## config.mk

```make
export PLATFORM = sky130hd
export DESIGN_NAME = seq_adder
export DESIGN_NICKNAME = d
export VERILOG_FILES = /design/src/rtl/seq_adder.sv
export SDC_FILE = /design/constraint.sdc
export NUM_CORES = 1
export LEC_CHECK = 0
export ABC_AREA = 1
export CAP_MARGIN = 25
export CORE_MARGIN = 3
export CORE_UTILIZATION = 45
export CTS_CLUSTER_DIAMETER = 100
export DETAILED_ROUTE_END_ITERATION = 8
export HOLD_SLACK_MARGIN = 0.15
export PLACE_DENSITY = 0.71
export SLEW_MARGIN = 5
export SYNTH_ARGS = -nofsm -noshare
export SYNTH_HDL_FRONTEND = slang
export SYNTH_SLANG_ARGS = --single-unit
```

## constraint.sdc

```tcl
create_clock -name clk_i -period 5.6 [get_ports clk_i]
set_input_delay 0.84 -clock clk_i [delete_from_list [all_inputs] [get_ports clk_i]]
set_output_delay 0.84 -clock clk_i [all_outputs]
set_load 0.01 [all_outputs]
```

## src/rtl/seq_adder.sv

```systemverilog
// seq_adder: multi-cycle ripple adder/subtractor that adds CHUNK bits per cycle.
//
// Operands are captured on accept. The block then spends N = WIDTH/CHUNK cycles
// in BUSY, one chunk per cycle from the LSB up. After that it presents the
// result in DONE until the result is taken.
//
// Ports
//   clk_i       clock; all state changes on the rising edge
//   rst_ni      synchronous active-low reset
//   valid_i     upstream operands valid
//   ready_o     block can accept operands (IDLE only)
//   a_i, b_i    operands, WIDTH bits
//   carry_i     carry-in, add mode only
//   sub_i       0 = add, 1 = subtract (A + ~B + 1)
//   valid_o     result valid (DONE only)
//   ready_i     downstream accepts result
//   sum_o       result, WIDTH bits, 0 outside DONE
//   carry_o     carry-out of the MSB, 0 outside DONE
//   overflow_o  two's-complement signed overflow, 0 outside DONE
//   dbg_state_o current FSM state (0 IDLE, 1 BUSY, 2 DONE)
//
// Handshake: a transfer happens on a rising edge where valid and ready are both 1.
// ready_o does not depend on valid_i, and valid_o does not depend on ready_i.
// While valid_o=1 and ready_i=0, the result outputs hold steady.
// Inputs are ignored outside IDLE.

module seq_adder #(
  parameter int WIDTH = 32,
  parameter int CHUNK = 4
) (
  input  logic             clk_i,
  input  logic             rst_ni,
  input  logic             valid_i,
  output logic             ready_o,
  input  logic [WIDTH-1:0] a_i,
  input  logic [WIDTH-1:0] b_i,
  input  logic             carry_i,
  input  logic             sub_i,
  output logic             valid_o,
  input  logic             ready_i,
  output logic [WIDTH-1:0] sum_o,
  output logic             carry_o,
  output logic             overflow_o,
  output logic [1:0]       dbg_state_o
);

  localparam int N  = (CHUNK > 0) ? (WIDTH / CHUNK) : 1;
  localparam int KW = (N > 1) ? $clog2(N) : 1;
  localparam int IW = (WIDTH > 1) ? $clog2(WIDTH) : 1;
  localparam logic [KW-1:0] K_LAST = KW'(N - 1);

  if (CHUNK <= 0 || WIDTH <= 0 || (WIDTH % CHUNK) != 0) begin : g_bad_params
    $error("seq_adder: WIDTH must be a positive multiple of CHUNK");
  end

  typedef enum logic [1:0] {
    IDLE = 2'd0,
    BUSY = 2'd1,
    DONE = 2'd2
  } state_e;

  state_e           state_q, state_d;
  logic [KW-1:0]    k_q;
  logic [WIDTH-1:0] a_q;
  logic [WIDTH-1:0] b_q;      // effective B (already inverted for subtract)
  logic [WIDTH-1:0] sum_q;
  logic             carry_q;  // running carry between chunks, final carry-out in DONE

  logic             accept;
  logic [IW-1:0]    base;
  logic [CHUNK:0]   chunk_sum;

  assign accept = (state_q == IDLE) && valid_i;

  // Bit offset of the chunk processed this cycle. k*CHUNK is always below WIDTH,
  // so truncating to IW bits is safe.
  assign base = IW'(32'(k_q) * 32'(CHUNK));

  assign chunk_sum = {1'b0, a_q[base +: CHUNK]}
                   + {1'b0, b_q[base +: CHUNK]}
                   + {{CHUNK{1'b0}}, carry_q};

  // State register
  always_ff @(posedge clk_i) begin
    if (!rst_ni) begin
      state_q <= IDLE;
    end else begin
      state_q <= state_d;
    end
  end

  // Next-state logic
  always_comb begin
    state_d = state_q;
    unique case (state_q)
      IDLE:    if (valid_i) state_d = BUSY;
      BUSY:    if (k_q == K_LAST) state_d = DONE;
      DONE:    if (ready_i) state_d = IDLE;
      default: state_d = IDLE;
    endcase
  end

  // Datapath
  always_ff @(posedge clk_i) begin
    if (!rst_ni) begin
      k_q     <= '0;
      a_q     <= '0;
      b_q     <= '0;
      sum_q   <= '0;
      carry_q <= 1'b0;
    end else if (accept) begin
      k_q     <= '0;
      a_q     <= a_i;
      b_q     <= sub_i ? ~b_i : b_i;
      carry_q <= sub_i | carry_i;
      sum_q   <= '0;
    end else if (state_q == BUSY) begin
      sum_q[base +: CHUNK] <= chunk_sum[CHUNK-1:0];
      carry_q              <= chunk_sum[CHUNK];
      k_q                  <= (k_q == K_LAST) ? '0 : k_q + 1'b1;
    end
  end

  assign ready_o     = (state_q == IDLE);
  assign valid_o     = (state_q == DONE);
  assign sum_o       = valid_o ? sum_q : '0;
  assign carry_o     = valid_o & carry_q;
  // Signed overflow: both addends have the same sign and the result's sign differs.
  assign overflow_o  = valid_o & (a_q[WIDTH-1] == b_q[WIDTH-1])
                               & (sum_q[WIDTH-1] != a_q[WIDTH-1]);
  assign dbg_state_o = state_q;

endmodule

```

==> metrics.md, run 1 <==
| Metric | Value |
|---|---|
| CP endpoint kind | register |
| DP Cell Count | 925 |
| Routed wire length | 11.9 mm |
| Status | finished, final reports clean |
| Crit path required time | 5.90 ns |
| P&R area growth vs syn | 25.9% |
| CP delay by family, top | simple AND/OR/NAND/NOR gates |
| Die area | 12400 um^2 |
| Largest net degree at the start of global routing | 51 |
| Num CTS Buffers | 9 |
| Worst VDD drop | 0.118 mV |
| Post-CTS Hold Buffers | 0 |
| Tcrit/Tclk final | 0.636 |
| Most common cell after layout, fill and taps aside | nor2_1 |
| Worst Tran Pin Value | 0.978 ns |
| CTS H-Tree Depth | 3 |
| Worst-path clk slew | 0.10 ns |
| Relative slew slack | 0.347 |
| Crit path kind | reg2reg |
| Final core occ | 0.597 |
| Pint | 1.20 mW |
| DR vias/cell | 4.89 |
| Tmin final | 3.56 ns |
| Total track usage | 0.189 |
| Most frequent cells in the layout | nor2_1 (184), nand2_1 (107), clkdlybuf4s50_1 (106), dfxtp_1 (102), o21ai_0 (84) |
| TritonRoute pass-1 iters | 5 |
| GRT overflow | 0 |
| Worst skew pair latency | 0.36 ns |
| Gpl congestion | 0.865 |
| Number of I/O port buffers | 107 |
| Netlist cell types | 33 |
| Sw Pwr | 0.445 mW |
| First-pass GRT wire length | 19.9 mm |
| Hold Fails Final Rpt | 0 |
| Most used cell, CP | nand2_1 |
| Sw Ratio | 0.270 |
| Initial DRC Count | 297 |
| Worst Clk Skew | 0.0107 ns |
| WL/cell | 12.6 um |
| Seq/Total Area, Yosys | 0.408 |
| Syn. warnings | 0 |
| Post-Syn Nets | 797 |
| Largest fanout on the critical path | 22 |
| Hold crit path type | reg2reg |
| Setup repair bufs after CTS | 0 |
| Core area | 10600 um^2 |
| Mean area per synthesized cell | 6.98 um^2 |
| Pleak | 2.43 nW |
| Sequential fraction of design power | 0.479 |
| CP cell instances | inv_1 > o21ai_0 > o22ai_1 > nand2_1 > nand2_1 > fa_1 > fa_1 > nand2_1 > inv_1 > nor2_1 > inv_1 > nand3_1 > nand2_1 > nor2_1 |
| Non-filler cells, final | 941 |
| Critical Path Max Stage Delay | 0.83 ns |
| Achievable frequency | 281 MHz |
| Synth top area cells | dfxtp_1 (41%), nor2_1 (14%), o21ai_0 (8.4%), nand2_1 (8.0%), xnor2_1 (5.6%) |
| Synth area leader | dfxtp_1 |
| Gate Count Post-Synth | 718 |
| Clock share of power | 0.340 |
| Clk Tree Root Cell | clkbuf_8 |
| Row cnt | 37 |
| Setup WS post-layout | 2.04 ns |
| Share of cells above drive strength 1 | 0.0509 |
| Power Density | 262 nW/um^2 |
| Fin. max-slew vios | 0 |
| Share of the synthesized area in the top cell type | 0.408 |
| Clock Sinks | 102 |
| Crit path DAT | 3.87 ns |
| Layout net count | 879 |
| Antenna Violating Nets Remaining | 0 |
| Initial antenna violation count | 0 |
| Final setup fails | 0 |
| TritonCTS clock tree | done |
| Starting Density | 0.475 |
| Vias | 4600 |
| Io pins | 108 |
| Vias in the first global route | 4358 |
| RSZ-0062 raised after global routing | false |
| N_diodes | 0 |
| CP max stage cell | dfxtp_1 |
| Max Cap Viol | 0 |
| Worst setup SP type | register |
| Worst Path Buf+Inv | 3 |
| DIE WIDTH | 112 um |
| Setup WS pre-CTS | 2.01 ns |
| Post_cts resized | 0 |
| # DRC | 0 |
| Die H | 112 um |
| Cell Area, Synth | 5010 um^2 |
| HPWL Detailed | 8.73 mm |
| Register bit count reported by yosys | 102 |
| Clock Tree Buf Depth | 2 |
| Comb power frac | 0.182 |
| Setup TNS Final | 0 ns |
==> area by class of cell <==
cell class | count | area (um^2)
Sequential cell | 102 | 2040
Tap cell | 136 | 170
Inverter | 71 | 269
Clock inverter | 5 | 106
Clock buffer | 11 | 141
Timing Repair Buffer | 108 | 1070
Fill cell | 1028 | 4250
Multi-Input combinational cell | 508 | 2500
==> cell families (layout without fill, tap and decap cells) <==
| kind of cell | Yosys count | after routing | synth area share |
|---|---|---|---|
| AO/OA/AOI/OAI | 144 | 144 | 0.153 |
| XOR/XNOR | 32 | 32 | 0.0560 |
| adder cells (fa/ha/maj) | 9 | 9 | 0.0255 |
| buffers and inverters | 108 | 195 | 0.0929 |
| flip-flops | 102 | 102 | 0.408 |
| AND/OR/NAND/NOR | 323 | 323 | 0.265 |
==> flip-flops by register name, summed over array words and instances, names as in the netlist <==
| signal | cells |
|---|---|
| b_q | 32 |
| k_q | 3 |
| dbg_state_o | 2 |
| carry_q | 1 |
| sum_q | 32 |
| a_q | 32 |
==> worst reg2reg max path, delay by kind of cell (launching register included) <==
| kind | cells | cell delay (ns) |
|---|---|---|
| AOI/OAI and AO/OA | 2 | 0.27 |
| adders and majority gates | 2 | 0.84 |
| buffers and inverters | 3 | 0.60 |
| DFF | 1 | 0.83 |
| and+or+nand+nor | 7 | 0.96 |
==> per-layer routing <==
layer  track usage  part of all wire  up-vias  routed length [um]
met5             0                 0        -                   0
met4        0.0584             0.013        0                 159
met3        0.0321             0.054       15                 642
met2         0.317              0.48      127                5690
met1         0.250              0.45     2039                5360
li1              -                 -     2419                   -
==> cells in the mapped netlist <==
| cell | n |
|---|---|
| inv_2 | 4 |
| nand3_1 | 9 |
| buf_6 | 3 |
| inv_4 | 1 |
| xnor2_1 | 32 |
| o211ai_1 | 2 |
| nand3_4 | 1 |
| a21oi_1 | 24 |
| nand2_1 | 107 |
| dfxtp_1 | 102 |
| nor2_1 | 184 |
| o22ai_1 | 23 |
| o21ai_0 | 84 |
| nor2_2 | 5 |
| nand2_2 | 3 |
| o2111ai_1 | 2 |
| clkbuf_1 | 12 |
| ha_1 | 7 |
| or2_1 | 1 |
| fa_1 | 2 |
| nor3_1 | 1 |
| buf_2 | 19 |
| nand4_1 | 1 |
| nor2_4 | 4 |
| nand3b_1 | 1 |
| inv_1 | 63 |
| nand3_2 | 3 |
| or2_2 | 2 |
| nand2_4 | 1 |
| buf_4 | 3 |
| o21ai_1 | 8 |
| clkinv_1 | 3 |
| o21a_1 | 1 |
==> metrics by stage <==
| step | area (um^2) | hold WS, ns | power (mW) |
|---|---|---|---|
| global route | 6300 | 0.493 | 1.72 |
| global placement | 6060 | 0.441 | 1.10 |
| finish | 6300 | 0.465 | 1.65 |
| detailed placement | 6060 | 0.446 | 1.11 |
| CTS | 6300 | 0.469 | 1.66 |
| floorplan | 5010 | 0.423 | 1.00 |
==> power groups by stage <==
stage | Clock [mW] | Combinational, mW | Sequential [mW]
6_report | 0.560 | 0.300 | 0.789
4_1_cts | 0.565 | 0.301 | 0.789
5_1_grt | 0.593 | 0.337 | 0.793
2_1_floorplan | 0 | 0.200 | 0.799
3_5_place_dp | 0 | 0.300 | 0.806
3_3_place_gp | 0 | 0.294 | 0.805
==> final timing paths <==
check / endpoint / start / slack [ns] / cells after the start
worst max-delay path: sum_q[2] / k_q[1] / 2.04 / 14
worst min-delay path: b_q[14] / b_q[14] / 0.47 / 2
worst max register to register: sum_q[2] / k_q[1] / 2.04 / 14
worst min register to register: b_q[14] / b_q[14] / 0.47 / 2
No activity file was read; power rests on OpenSTA's default activity.
==> run 2, diff against run 1 <==
- clock period: 5.6 -> 3.36 ns (I/O delays scaled with it)
==> run 2 against run 1 <==
- final cell count increased by 0.53%
- total power up 59%
- setup slack worse by 1.6 ns
- clock skew increased by 0.0017 ns
- clock-buffer cell count is 1 higher
- sequential power is 67% higher
- combinational power is 68% higher
- critical path depth shrank 2
- maximum frequency rose by 21%
- critical path type unchanged
- critical endpoint unchanged
==> metrics.md, run 2 (synthesized netlist as in run 1, its figures left out) <==
| Metric | Value |
|---|---|
| Status | finished, final reports clean (unchanged) |
| Sw Pwr | 0.743 mW (was 0.445 mW) |
| Num CTS Buffers | 9 (unchanged) |
| Number of I/O port buffers | 107 (unchanged) |
| P&R area growth vs syn | 25.9% (unchanged) |
| Tcrit/Tclk final | 0.878 (was 0.636) |
| Crit path required time | 3.66 ns (was 5.90 ns) |
| Gpl congestion | 0.872 (was 0.865) |
| Achievable frequency | 339 MHz (was 281 MHz) |
| Worst Clk Skew | 0.0124 ns (was 0.0107 ns) |
| Post_cts resized | 0 (unchanged) |
| Hold crit path type | reg2reg (unchanged) |
| Clock Tree Buf Depth | 2 (unchanged) |
| Row cnt | 37 (unchanged) |
| DIE WIDTH | 112 um (unchanged) |
| Setup WS pre-CTS | 0.425 ns (was 2.01 ns) |
| # DRC | 0 (unchanged) |
| Hold Fails Final Rpt | 0 (unchanged) |
| Most common cell after layout, fill and taps aside | nor2_1 (unchanged) |
| Sequential fraction of design power | 0.502 (was 0.479) |
| Fin. max-slew vios | 0 (unchanged) |
| CP endpoint kind | register (unchanged) |
| Area after DPL | 6090 um^2 (was 6060 um^2) |
| Largest regs | a_q (32), b_q (32), sum_q (32) (unchanged) |
| Sw Ratio | 0.283 (was 0.270) |
| TritonRoute pass-1 iters | 5 (unchanged) |
| Setup repair bufs after CTS | 0 (unchanged) |
| Io pins | 108 (unchanged) |
| Die H | 112 um (unchanged) |
| WL/cell | 12.7 um (was 12.6 um) |
| Fin Hold WS | 0.459 ns (was 0.465 ns) |
| Tmin final | 2.95 ns (was 3.56 ns) |
| Comb power frac | 0.192 (was 0.182) |
| Worst Tran Pin Value | 0.847 ns (was 0.978 ns) |
| Most frequent cells in the layout | nor2_1 (184), nand2_1 (107), clkdlybuf4s50_1 (106), dfxtp_1 (102), o21ai_0 (84) (unchanged) |
| Pleak | 2.44 nW (was 2.43 nW) |
| Clock share of power | 0.307 (was 0.340) |
| Worst reg2reg setup slack | 0.41 ns (was 2.04 ns) |
| TritonCTS clock tree | done (unchanged) |
| CTS H-Tree Depth | 3 (unchanged) |
| Layout net count | 884 (was 879) |
| Pint | 1.88 mW (was 1.20 mW) |
| Core area | 10600 um^2 (unchanged) |
| Power Density | 416 nW/um^2 (was 262 nW/um^2) |
| Die area | 12400 um^2 (unchanged) |
| First-pass GRT wire length | 20.3 mm (was 19.9 mm) |
| Worst setup SP type | register (unchanged) |
| Relative slew slack | 0.435 (was 0.347) |
| Initial antenna violation count | 0 (unchanged) |
| HPWL Detailed | 9.05 mm (was 8.73 mm) |
| Worst VDD drop | 0.255 mV (was 0.118 mV) |
| DR vias/cell | 4.93 (was 4.89) |
| Worst skew pair latency | 0.36 ns (about the same) |
| Post-route cell area | 6300 um^2 (unchanged) |
| Final setup fails | 0 (unchanged) |
| Antenna Violating Nets Remaining | 0 (unchanged) |
| Vias | 4661 (was 4600) |
| Filler cells | 1031 (was 1028) |
| Crit path DAT | 3.26 ns (was 3.87 ns) |
| N_diodes | 0 (unchanged) |
| Routed wire length | 12.0 mm (was 11.9 mm) |
| Setup TNS Final | 0 ns (unchanged) |
| Starting Density | 0.475 (unchanged) |
| Max Cap Viol | 0 (unchanged) |
| Clk Tree Root Cell | clkbuf_8 (unchanged) |
| Initial DRC Count | 262 (was 297) |
| Post-CTS Hold Buffers | 0 (unchanged) |
| Final core occ | 0.597 (unchanged) |
| Largest net degree at the start of global routing | 42 (was 51) |
| Clock Sinks | 102 (unchanged) |
| Worst-path clk slew | 0.10 ns (about the same) |
| Total track usage | 0.193 (was 0.189) |
| Share of cells above drive strength 1 | 0.0568 (was 0.0509) |
| GRT overflow | 0 (unchanged) |
| Vias in the first global route | 4448 (was 4358) |
| Largest fanout on the critical path | 12 (was 22) |
| Crit path kind | reg2reg (unchanged) |
| Setup WS post-layout | 0.409 ns (was 2.04 ns) |
| RSZ-0062 raised after global routing | false (unchanged) |
## run 2: changes by cell type in the layout (fill, tap and decap cells not counted)
cell / before / now
buf_4: 1 / 6
bufinv_16: 3 / 1
clkbuf_8: 10 / 11
clkinv_4: 1 / 2
## run 2: final timing paths
check               from       end  cells past startpoint
hold reg to reg   b_q[1]    b_q[1]                      2
setup reg to reg  k_q[2]  sum_q[2]                     12
hold / removal    b_q[1]    b_q[1]                      2
setup / recovery  k_q[2]  sum_q[2]                     12
## run 2: cell type report
| type | count | area, um^2 | share of cell area |
|---|---|---|---|
| well taps | 136 | 170 | 0.0270 |
| multi-input cells | 508 | 2500 | 0.397 |
| repair buffers | 113 | 1110 | 0.176 |
| clock inverters | 4 | 55.1 | 0.00873 |
| clock buffers | 12 | 155 | 0.0246 |
| inverters | 71 | 269 | 0.0427 |
| flip-flops and latches | 102 | 2040 | 0.324 |
## run 2: through the flow
stage / total power [mW] / cells
floorplan: 1.67 / 718
finish: 2.62 / 946
CTS: 2.64 / 946
global placement: 1.84 / 930
detailed placement: 1.85 / 930
global route: 2.76 / 946
## run 2: power by group through the flow
stage | registers, mW | clock network, mW | logic, mW
2_1_floorplan | 1.33 | 0 | 0.334
3_3_place_gp | 1.34 | 0 | 0.495
3_5_place_dp | 1.34 | 0 | 0.505
4_1_cts | 1.32 | 0.821 | 0.507
5_1_grt | 1.32 | 0.871 | 0.571
6_report | 1.32 | 0.804 | 0.503
## run 2: per-layer routing
metal,part of all wire,GRT usage,vias up,wire length [um]
li1,-,-,2428,-
met1,0.45,0.248,2078,5410
met2,0.48,0.329,135,5790
met3,0.051,0.0380,20,607
met4,0.016,0.0592,0,189
met5,0,0,-,0
## run 2: critical path: stages, from the launching register on
cell and delay (ns):
dfxtp_1 0.57, clkinv_1 0.32, o2111ai_1 0.19, nand3_1 0.12, fa_1 0.42, fa_1 0.40
nand2_1 0.08, inv_1 0.05, nor2_1 0.38, inv_1 0.13, nand3_1 0.10, nand2_1 0.05
nor2_1 0.07
==> run 3, diff against run 2 <==
- CORE_ASPECT_RATIO: unset -> 0.8
- SKIP_LAST_GASP: unset -> 1
==> run 3 against run 2 <==
- clock power grew 29%
- hold slack worse by 0.0023 ns
- clock skew fell by 0.0081 ns
- final cell count up 0.42%
- wire length increased by 4.2%
- total power grew 9.5%
- core utilization rose by 1.1 points
- critical path depth is 3 higher
- non-clock buffer count is 1 higher
- cell area increased by 1.6%
- clock-buffer cell count down 2
- first-iteration DRC count is 19% higher
- largest cell class unchanged
- highest routed layer unchanged
==> metrics.md, run 3 (synthesized netlist as in run 1, its figures left out) <==
| Metric | Value |
|---|---|
| DR vias/cell | 4.94 (was 4.93) |
| Fin. max-slew vios | 0 (unchanged) |
| Setup TNS Final | 0 ns (unchanged) |
| Status | finished, final reports clean (unchanged) |
| Crit path DAT | 3.25 ns (was 3.26 ns) |
| Starting Density | 0.476 (was 0.475) |
| Initial antenna violation count | 0 (unchanged) |
| Setup WS pre-CTS | 0.481 ns (was 0.425 ns) |
| Worst Tran Pin Value | 0.808 ns (was 0.847 ns) |
| Largest net degree at the start of global routing | 42 (unchanged) |
| Area after DPL | 6110 um^2 (was 6090 um^2) |
| Worst VDD drop | 0.259 mV (was 0.255 mV) |
| Clock Tree Buf Depth | 2 (unchanged) |
| Vias in the first global route | 4487 (was 4448) |
| Worst setup SP type | register (unchanged) |
| Setup WS post-layout | 0.391 ns (was 0.409 ns) |
| Hold crit path type | reg2reg (unchanged) |
| Met3 WL | 699 um (was 607 um) |
| TritonCTS clock tree | done (unchanged) |
| Achievable frequency | 337 MHz (was 339 MHz) |
| Antenna Violating Nets Remaining | 0 (unchanged) |
| Io pins | 108 (unchanged) |
| Final setup fails | 0 (unchanged) |
| DRT met1 WL | 5.94 mm (was 5.41 mm) |
| Share of cells above drive strength 1 | 0.0580 (was 0.0568) |
| # DRC | 0 (unchanged) |
| N_diodes | 0 (unchanged) |
| Total track usage | 0.208 (was 0.193) |
| Most common cell after layout, fill and taps aside | nor2_1 (unchanged) |
| Routed length on met2 | 5.65 mm (was 5.79 mm) |
| CP endpoint kind | register (unchanged) |
| Top layer in use | met4 (unchanged) |
| Core area | 10500 um^2 (was 10600 um^2) |
| Worst-path clk slew | 0.07 ns (was 0.10 ns) |
| Tcrit/Tclk final | 0.884 (was 0.878) |
| Post-CTS Hold Buffers | 0 (unchanged) |
| Layout net count | 885 (was 884) |
| Crit path kind | reg2reg (unchanged) |
| Largest fanout on the critical path | 22 (was 12) |
| Largest regs | a_q (32), b_q (32), sum_q (32) (unchanged) |
| First-pass GRT wire length | 21.0 mm (was 20.3 mm) |
| Worst Clk Skew | 0.00425 ns (was 0.0124 ns) |
| Post_cts resized | 0 (unchanged) |
| HPWL Detailed | 9.15 mm (was 9.05 mm) |
| DIE WIDTH | 124 um (was 112 um) |
| P&R area growth vs syn | 27.9% (was 25.9%) |
| Crit path required time | 3.64 ns (was 3.66 ns) |
| Pleak | 2.49 nW (was 2.44 nW) |
| Clock Sinks | 102 (unchanged) |
| Setup repair bufs after CTS | 0 (unchanged) |
| WL/cell | 13.1 um (was 12.7 um) |
| Die H | 100 um (was 112 um) |
| Tmin final | 2.97 ns (was 2.95 ns) |
| Number of I/O port buffers | 107 (unchanged) |
| Gpl congestion | 0.868 (was 0.872) |
| Most frequent cells in the layout | nor2_1 (184), nand2_1 (107), clkdlybuf4s50_1 (106), dfxtp_1 (102), o21ai_0 (84) (unchanged) |
| Power Density | 448 nW/um^2 (was 416 nW/um^2) |
| CTS H-Tree Depth | 3 (unchanged) |
| Post-route cell area | 6400 um^2 (was 6300 um^2) |
| Routed wire length | 12.5 mm (was 12.0 mm) |
| Hold Fails Final Rpt | 0 (unchanged) |
| Initial DRC Count | 312 (was 262) |
| Num CTS Buffers | 9 (unchanged) |
| TritonRoute pass-1 iters | 4 (was 5) |
| Vias | 4697 (was 4661) |
| Max Cap Viol | 0 (unchanged) |
| Worst skew pair latency | 0.34 ns (was 0.36 ns) |
| Relative slew slack | 0.461 (was 0.435) |
| RSZ-0062 raised after global routing | false (unchanged) |
| GRT overflow | 0 (unchanged) |
| Die area | 12400 um^2 (about the same) |
| Clk Tree Root Cell | clkbuf_16 (was clkbuf_8) |
| Row cnt | 33 (was 37) |
| Power Total | 2.87 mW (was 2.62 mW) |
==> run 3: cell types whose count changed in the layout (fill, tap and decap cells not counted), sizes merged <==
cell,before,now
clkbuf,12,10
clkinv,5,6
buf,7,8
==> run 3: path summary, 6_finish.rpt <==
kind	to	cells after the start	slack, ns	startpoint
setup / recovery	sum_q[2]	15	0.39	k_q[0]
hold / removal	b_q[17]	2	0.46	b_q[17]
setup reg to reg	sum_q[2]	15	0.39	k_q[0]
hold reg to reg	b_q[17]	2	0.46	b_q[17]
==> run 3: critical path: stages (launching register included) <==
cell and delay, ns:
dfxtp_1 0.31, inv_1 0.44, a21oi_1 0.13, o21ai_0 0.10
nand2_1 0.07, nand2_1 0.06, nand3_1 0.08, fa_1 0.42
fa_1 0.40, nand2_1 0.08, inv_1 0.04, nor2_1 0.39
inv_1 0.14, nand3_1 0.11, nand2_1 0.06, nor2_1 0.08
==> run 3: layer usage <==
layer,vias to the layer above,GRT usage
met3,17,0.0361
met2,118,0.327
met4,0,0.0589
li1,2434,-
met5,-,0
met1,2128,0.294
==> run 3: per-stage QoR <==
step           instances  utilization  hold slack (ns)
6_report             950        0.608            0.457
2_1_floorplan        718            -            0.423
3_5_place_dp         935        0.580            0.442
5_1_grt              950        0.608            0.490
3_3_place_gp         935        0.580            0.435
4_1_cts              950        0.608            0.459
==> run 3: power breakdown <==
| group | total, mW | internal, mW | switching [mW] |
|---|---|---|---|
| registers | 1.32 | 1.28 | 0.0377 |
| logic | 0.511 | 0.213 | 0.298 |
| clock network | 1.04 | 0.595 | 0.449 |
| total | 2.87 | 2.09 | 0.784 |
==> run 3: final cells by class <==
type | instances | area, um^2
Tap cell | 140 | 175
Timing Repair Buffer | 114 | 1120
Clock inverter | 5 | 60.1
Sequential cell | 102 | 2040
Fill cell | 975 | 4120
Clock buffer | 10 | 239
Multi-Input combinational cell | 508 | 2500
Inverter | 71 | 269
